$ cat config.mk
export PLATFORM = sky130hd
export DESIGN_NAME = pb_debounce_en_flat
export DESIGN_NICKNAME = d
export VERILOG_FILES = /design/src/rtl/pb_debounce_en_pkg.sv /design/src/rtl/pb_debounce_en_if.sv /design/src/rtl/pb_debounce_en_sync2.sv /design/src/rtl/pb_debounce_en.sv /design/src/flat_wrapper.sv
export SDC_FILE = /design/constraint.sdc
export NUM_CORES = 1
export LEC_CHECK = 0
export CAP_MARGIN = 20
export CORE_AREA = 2 2 39 41
export DETAILED_ROUTE_END_ITERATION = 8
export DIE_AREA = 0 0 41 43
export GPL_ROUTABILITY_DRIVEN = 0
export PLACE_DENSITY = 0.55
export SLEW_MARGIN = 20
export SYNTH_ARGS = -nofsm -noshare
export SYNTH_HDL_FRONTEND = slang
export SYNTH_SLANG_ARGS = --single-unit
$ cat constraint.sdc
create_clock -name clk -period 3.26 [get_ports clk]
set_clock_uncertainty 0.2 [all_clocks]
set_input_delay 0.652 -clock clk [delete_from_list [all_inputs] [get_ports clk]]
set_output_delay 0.652 -clock clk [all_outputs]
set_load 0.01 [all_outputs]
$ cat src/rtl/pb_debounce_en_pkg.sv
// Shared types for the pushbutton debouncer.
package db_pkg;

  typedef enum logic [1:0] {
    IDLE      = 2'd0,
    ARM_PRESS = 2'd1,
    HELD      = 2'd2,
    ARM_REL   = 2'd3
  } db_state_t;

endpackage

$ cat src/rtl/pb_debounce_en_if.sv
// Button-side signal bundle: raw input in, conditioned level and pulses out.
interface pb_debounce_en_if;
  logic btn_raw;
  logic btn_db;
  logic press_en;
  logic release_en;

  modport master (
    output btn_raw,
    input  btn_db,
    input  press_en,
    input  release_en
  );

  modport slave (
    input  btn_raw,
    output btn_db,
    output press_en,
    output release_en
  );
endinterface

$ cat src/rtl/pb_debounce_en_sync2.sv
// Two-flop synchronizer, asynchronous active-high reset to 0.
module sync2 (
  input  logic clk_i,
  input  logic rst_i,
  input  logic d_i,
  output logic q_o
);

  logic sync1_q;
  logic sync2_q;

  always_ff @(posedge clk_i or posedge rst_i) begin
    if (rst_i) begin
      sync1_q <= 1'b0;
      sync2_q <= 1'b0;
    end else begin
      sync1_q <= d_i;
      sync2_q <= sync1_q;
    end
  end

  assign q_o = sync2_q;

endmodule

$ cat src/rtl/pb_debounce_en.sv
// Pushbutton debouncer: synchronizes the raw button, requires DB_CYCLES stable
// cycles to accept a transition, and emits one-cycle press/release enables.
module pb_debounce_en
  import db_pkg::*;
#(
  parameter int unsigned DB_CYCLES   = 16,
  parameter bit          BTN_ACT_LOW = 1'b0
) (
  input logic              clk,
  input logic              RST,
  pb_debounce_en_if.slave  bus
);

  localparam int unsigned CNT_W = (DB_CYCLES > 1) ? $clog2(DB_CYCLES) : 1;
  localparam logic [CNT_W-1:0] CntMax = CNT_W'(DB_CYCLES - 1);
  localparam logic [CNT_W-1:0] CntOne = CNT_W'(1);

  logic             btn_in;
  logic             btn_sync;
  db_state_t        state_q, state_d;
  logic [CNT_W-1:0] cnt_q, cnt_d;
  logic             btn_db_q, btn_db_d;
  logic             press_q, press_d;
  logic             release_q, release_d;

  assign btn_in = bus.btn_raw ^ BTN_ACT_LOW;

  sync2 u_sync2 (
    .clk_i (clk),
    .rst_i (RST),
    .d_i   (btn_in),
    .q_o   (btn_sync)
  );

  always_comb begin
    state_d   = state_q;
    cnt_d     = cnt_q;
    press_d   = 1'b0;
    release_d = 1'b0;
    case (state_q)
      IDLE: begin
        if (btn_sync) begin
          state_d = ARM_PRESS;
          cnt_d   = CntOne;
        end else begin
          cnt_d = '0;
        end
      end
      ARM_PRESS: begin
        if (!btn_sync) begin
          state_d = IDLE;
          cnt_d   = '0;
        end else if (cnt_q == CntMax) begin
          state_d = HELD;
          cnt_d   = '0;
          press_d = 1'b1;
        end else begin
          cnt_d = cnt_q + CntOne;
        end
      end
      HELD: begin
        if (!btn_sync) begin
          state_d = ARM_REL;
          cnt_d   = CntOne;
        end
      end
      ARM_REL: begin
        if (btn_sync) begin
          state_d = HELD;
          cnt_d   = '0;
        end else if (cnt_q == CntMax) begin
          state_d   = IDLE;
          cnt_d     = '0;
          release_d = 1'b1;
        end else begin
          cnt_d = cnt_q + CntOne;
        end
      end
      default: begin
        state_d = IDLE;
        cnt_d   = '0;
      end
    endcase
    // Level follows the accepted state so it flips in the same cycle as the pulse.
    btn_db_d = (state_d == HELD) || (state_d == ARM_REL);
  end

  always_ff @(posedge clk or posedge RST) begin
    if (RST) begin
      state_q   <= IDLE;
      cnt_q     <= '0;
      btn_db_q  <= 1'b0;
      press_q   <= 1'b0;
      release_q <= 1'b0;
    end else begin
      state_q   <= state_d;
      cnt_q     <= cnt_d;
      btn_db_q  <= btn_db_d;
      press_q   <= press_d;
      release_q <= release_d;
    end
  end

  assign bus.btn_db     = btn_db_q;
  assign bus.press_en   = press_q;
  assign bus.release_en = release_q;

endmodule

$ cat src/flat_wrapper.sv
// flat-port wrapper written by rule: the top's interface ports become plain ports
module pb_debounce_en_flat import db_pkg::*;
#(
  parameter int unsigned DB_CYCLES   = 16,
  parameter bit          BTN_ACT_LOW = 1'b0
)
  (clk, RST, bus_btn_raw, bus_btn_db, bus_press_en, bus_release_en);
  pb_debounce_en_if bus_i ();
  input logic clk;
  input logic RST;
  input wire logic [$bits(bus_i.btn_raw)-1:0] bus_btn_raw;
  output wire logic [$bits(bus_i.btn_db)-1:0] bus_btn_db;
  output wire logic [$bits(bus_i.press_en)-1:0] bus_press_en;
  output wire logic [$bits(bus_i.release_en)-1:0] bus_release_en;
  assign bus_i.btn_raw = bus_btn_raw;
  assign bus_btn_db = bus_i.btn_db;
  assign bus_press_en = bus_i.press_en;
  assign bus_release_en = bus_i.release_en;
  pb_debounce_en #(.DB_CYCLES(DB_CYCLES), .BTN_ACT_LOW(BTN_ACT_LOW)) u_core (.clk(clk), .RST(RST), .bus(bus_i));
endmodule
== After elaboration in Yosys (flattened, before gate mapping) ==
Cells that the tools add are included.

* Bits in registers: 11
* Output and inout port bits: 3

* Add/sub/neg operators: 1
* Eq/ne operators: 7
* Mux-type cells: 18
* Reductions and logical operators: 2

{| class="wikitable"
|+ Operator list
! operator !! number
|-
| two-way mux 4 bit || 4
|-
| one-hot mux 4 bit (4 select lines) || 1
|-
| two-way mux 2 bit || 6
|-
| equality test 2 bit (second input constant) || 4
|-
| one-hot mux 2 bit (4 select lines) || 1
|-
| two-way mux 1 bit || 6
|-
| adder 4 x 1 -> 4 bit (second input constant) || 1
|-
| equality test 4 bit (second input constant) || 1
|-
| equality test 2 x 1 -> 1 bit (second input constant) || 1
|-
| zero test 2 bit || 1
|-
| != test 2 bit (second input constant) || 1
|-
| logical OR 1 bit || 1
|}

== Depth between registers and ports, before layout ==
* Depth in word-level cells: 6
* Mapped depth: 4

== Cells and area by module ==
From an unflattened synthesis, not the netlist that was laid out.

* Cell total of the unflattened synthesis: 42
* Area, all modules: 498.0 sq um

{| class="wikitable"
|+ By module, submodules not included
! module !! times used !! cells each !! area an instance (sq um)
|-
| pb_debounce_en || 1 || 39 || 444.2
|-
| sync2 || 1 || 3 || 53.8
|}

== Worst setup path after synthesis ==
Ideal clock, no wire load.

* Kind: register -> register
* Start point: reg u_core.cnt_q[0]
* End point: reg u_core.btn_db_q, in the netlist u_core.bus.btn_db
* Setup time: 0.125 ns
* Arrival time: 1.091 ns
* Data required time: 2.935 ns
* Slack: 1.844 ns
* Stages on the path, launching flop included: 4
* Buffers on the path: 0
* Period minus slack after synthesis: 1.416 ns
* Cells stage by stage: dfrtp_1 ha_1 nand4_4 mux2_4

* Cells in the longest elaborated chain, start to end: 6
* Elaborated cells between the ends (all ways): 9
* Classes of those cells: eq/ne: 3; mux: 5; reduce/logical: 1

{| class="wikitable"
|+ Ends and longest elaborated chain
! element !! RTL line !! source
|-
| start: declaration || pb_debounce_en.sv:21 || <nowiki>logic [CNT_W-1:0] cnt_q, cnt_d;</nowiki>
|-
| start signal: assignment || pb_debounce_en.sv:97 || <nowiki>cnt_q <= cnt_d;</nowiki>
|-
| equality test 4 bit (*) || pb_debounce_en.sv:53, pb_debounce_en.sv:71 ||
|-
| two-way mux 2 bit, on equally long branches || pb_debounce_en.sv:71, pb_debounce_en.sv:53 ||
|-
| two-way mux 2 bit, on equally long branches || pb_debounce_en.sv:68, pb_debounce_en.sv:50 ||
|-
| one-hot mux 2 bit (4 select lines) (*) || pb_debounce_en.sv:40 || <nowiki>case (state_q)</nowiki>
|-
| equality test 2 bit || pb_debounce_en.sv:85 || <nowiki>btn_db_d = (state_d == HELD) || (state_d == ARM_REL);</nowiki>
|-
| logical OR 1 bit (*) || pb_debounce_en.sv:85 ||
|-
| via u_core.btn_db_d || pb_debounce_en.sv:22 || <nowiki>logic btn_db_q, btn_db_d;</nowiki>
|-
| end signal: assignment || pb_debounce_en.sv:98 || <nowiki>btn_db_q <= btn_db_d;</nowiki>
|-
| end: declaration || pb_debounce_en.sv:22 ||
|}

Mark *: on every way through the listed nets, which the timed path passes. The rest lies on a longest branch.
A chain may end at the register's enable or synchronous reset.

== Worst setup path after layout ==
* Start point: reg u_core.release_q, in the netlist u_core.bus.release_en
* End point: out bus_release_en

{| class="wikitable"
|+ RTL lines
! element !! RTL line !! source
|-
| start: declaration || pb_debounce_en.sv:24 || <nowiki>logic release_q, release_d;</nowiki>
|-
| start signal: assignment || pb_debounce_en.sv:100 || <nowiki>release_q <= release_d;</nowiki>
|-
| end: declaration || flat_wrapper.sv:14 || <nowiki>output wire logic [$bits(bus_i.release_en)-1:0] bus_release_en;</nowiki>
|}

No word-level cell between the ends.

==> flow_metrics.env <==
export IMPL_pwr_share_seq=0.586
export IMPL_worst_setup_path_start_kind="flip-flop"
export IMPL_grt_max_degree=12
export IMPL_finalWirelength_microns=811
export IMPL_n_fill_cell=127
export IMPL_cts_root_buffer="clkbuf_4"
export IMPL_tns_ps=0
export IMPL_cts_tree="yes"
export IMPL_ys_ff_latch=11
export IMPL_maxSlewHeadroom=0.725
export IMPL_dieArea_sq_um=1760
export IMPL_vias=310
export IMPL_ant_nets=0
export IMPL_power_switching_w=0.0000567
export IMPL_drc=0
export IMPL_path_clk_slew_ps=70
export IMPL_avgViaCountPerCell=5.17
export IMPL_path_buf_inv=1
export IMPL_hold_viol=0
export IMPL_grt_total_usage=0.122
export IMPL_switching_share=0.229
export IMPL_p_per_area_nw_per_um2=425
export IMPL_setup_violations=0
export IMPL_slew_viol_final=0
export IMPL_core_sq_um=1380
export IMPL_intPower_w=0.000191
export IMPL_status="finished, final reports clean"
export IMPL_firstDrtPassIters=3
export IMPL_min_period_ps=1970
export IMPL_post_cts_repair_setup_buffers=0
export IMPL_total_power_w=0.000248
export IMPL_p_leak_nw=0.284
export IMPL_worst_pin_slew_ps=412
export IMPL_cts_hold_buf=0
export IMPL_cp_arrival_ps=1120
export IMPL_crit_fanout=1
export IMPL_drt_iter0_drc=7
export IMPL_power_frac_comb=0.048
export IMPL_wl_per_cell_microns=13.5
export IMPL_netlist_instances=37
export IMPL_floorplan_initialDensity=0.360
export IMPL_endpoint_kind="primary output"
export IMPL_clockBufferDepth=2
export IMPL_drv_cap=0
export IMPL_synth_ff_type="dfrtp_1"
export IMPL_clkLatencyLatePin_ps=270
export IMPL_antenna_found_initial=0
export IMPL_multi_input_area_sq_um=203
export IMPL_cp_top_family="buffers and inverters"
export IMPL_fp_row_count=14
export IMPL_synth_seq_area_share=0.553
export IMPL_final_util=0.421
export IMPL_regArea_sq_um=275
export IMPL_synth_edff_count=0
export IMPL_clkSinkCount=11
export IMPL_first_global_vias=330
export IMPL_vdd_drop_max_v=0.000174
export IMPL_h_tree_depth=1
export IMPL_synth_async_sr_flop_share=1.00
export IMPL_netlist_area_sq_um=498
export IMPL_synth_net_count=41
export IMPL_worstHoldPathType="reg2reg"
export IMPL_area_delta_synth_final_pct=17.1
export IMPL_final_common_cell="dfrtp_1"
export IMPL_fin_nets=49
export IMPL_final_cell_mix="dfrtp_1 (11), clkdlybuf4s50_1 (5), nand2_1 (3), clkbuf_4 (3)"
export IMPL_drive_above_1_share=0.227
export IMPL_numCtsBuffers=3
export IMPL_path_cells="clkdlybuf4s50_1"
export IMPL_post_place_ws_ps=1580
export IMPL_ys_types=20
export IMPL_path_class="reg2out"
export IMPL_cts_resized=0
export IMPL_chipWidth_microns=41
export IMPL_pwr_share_clk=0.366
export IMPL_rsz0062_at_grt="false"
export IMPL_grt_overflow=0
export IMPL_synth_warnings=0
export IMPL_antenna_cells=0
export IMPL_crit_required_ps=2410
export IMPL_crit_slowest_cell="clkdlybuf4s50_1"
export IMPL_max_freq_ghz=0.507
export IMPL_ios=6
export IMPL_fin_crit_sh=0.605
export IMPL_io_buffers=5
export IMPL_hpwl_microns=607
export IMPL_grt_pass1_wl_microns=1340
export IMPL_die_y_microns=43
export IMPL_slowest_delay_ps=530
export IMPL_setup_slack_ps=1290
export IMPL_syn_avg_cell_area_sq_um=13.5
[flip-flops by register name, indices dropped and copies added, names as in the netlist]
register / flops
u_core.bus.press_en: 1
u_core.state_q: 2
u_core.cnt_q: 4
u_core.bus.release_en: 1
u_core.bus.btn_db: 1
u_core.u_sync2.sync1_q: 1
u_core.u_sync2.q_o: 1
[cells in the mapped netlist (all sizes together) (2+ instances only)]
library cell  number  area (sq um)
inv                2          7.51
a32o               2          20.0
xor2               2          25.0
nor3b              2          15.0
mux2               2          30.0
dfrtp             11           275
nand2              3          11.3
a21oi              2          10.0
[area by class of cell]
class                           instances  area share
Clock buffer                            3      0.0386
Clock inverter                          1     0.00858
Inverter                                2      0.0129
Multi-Input combinational cell         22       0.348
Sequential cell                        11       0.472
Tap cell                               16      0.0343
Timing Repair Buffer                    5      0.0858
[metal layers]
layer,wire [microns],GRT usage,share of wire,vias up
met3,19,0.0471,0.023,2
met2,484,0.191,0.60,3
met1,300,0.116,0.37,159
met5,0,0,0,-
li1,-,-,-,146
met4,6,0.100,0.0074,0
[cell families (layout without fill, tap and decap cells)]
logic type,Yosys count,in the layout,share of synthesized area
flops,11,11,0.553
simple gates,10,10,0.158
compound gates,7,7,0.113
buf+inv,4,11,0.0402
xor+xnor,2,2,0.0503
mux,2,2,0.0603
fa+ha+maj,1,1,0.0251
[power by group through the flow]
stage,clock [W],combinational [W],sequential [W]
global route,0.000106,0.0000132,0.000146
finish,0.0000907,0.0000118,0.000145
global placement,0,0.0000113,0.000147
floorplan,0,0.00000958,0.000145
CTS,0.0000956,0.0000121,0.000145
detailed placement,0,0.0000121,0.000148
[final timing paths]
check / slack, ps / startpoint / cells after the start / endpoint
worst min-delay path: 160 / u_core.u_sync2.sync1_q / 0 / u_core.u_sync2.q_o
worst min register to register: 160 / u_core.u_sync2.sync1_q / 0 / u_core.u_sync2.q_o
max in group asynchronous: 2100 / RST / 2 / u_core.cnt_q[0]
worst max-delay path: 1290 / u_core.bus.release_en / 1 / bus_release_en
worst max register to register: 1740 / u_core.cnt_q[0] / 3 / u_core.state_q[1]
min in group asynchronous: 460 / RST / 2 / u_core.cnt_q[2]
[through the flow]
step | cell area (sq um) | cells | hold WS, ps
floorplan | 498 | 37 | 131
global placement | 556 | 56 | 138
detailed placement | 556 | 56 | 142
CTS | 583 | 60 | 159
global route | 583 | 60 | 164
finish | 583 | 60 | 157
Power figures use the tool's default switching activity.
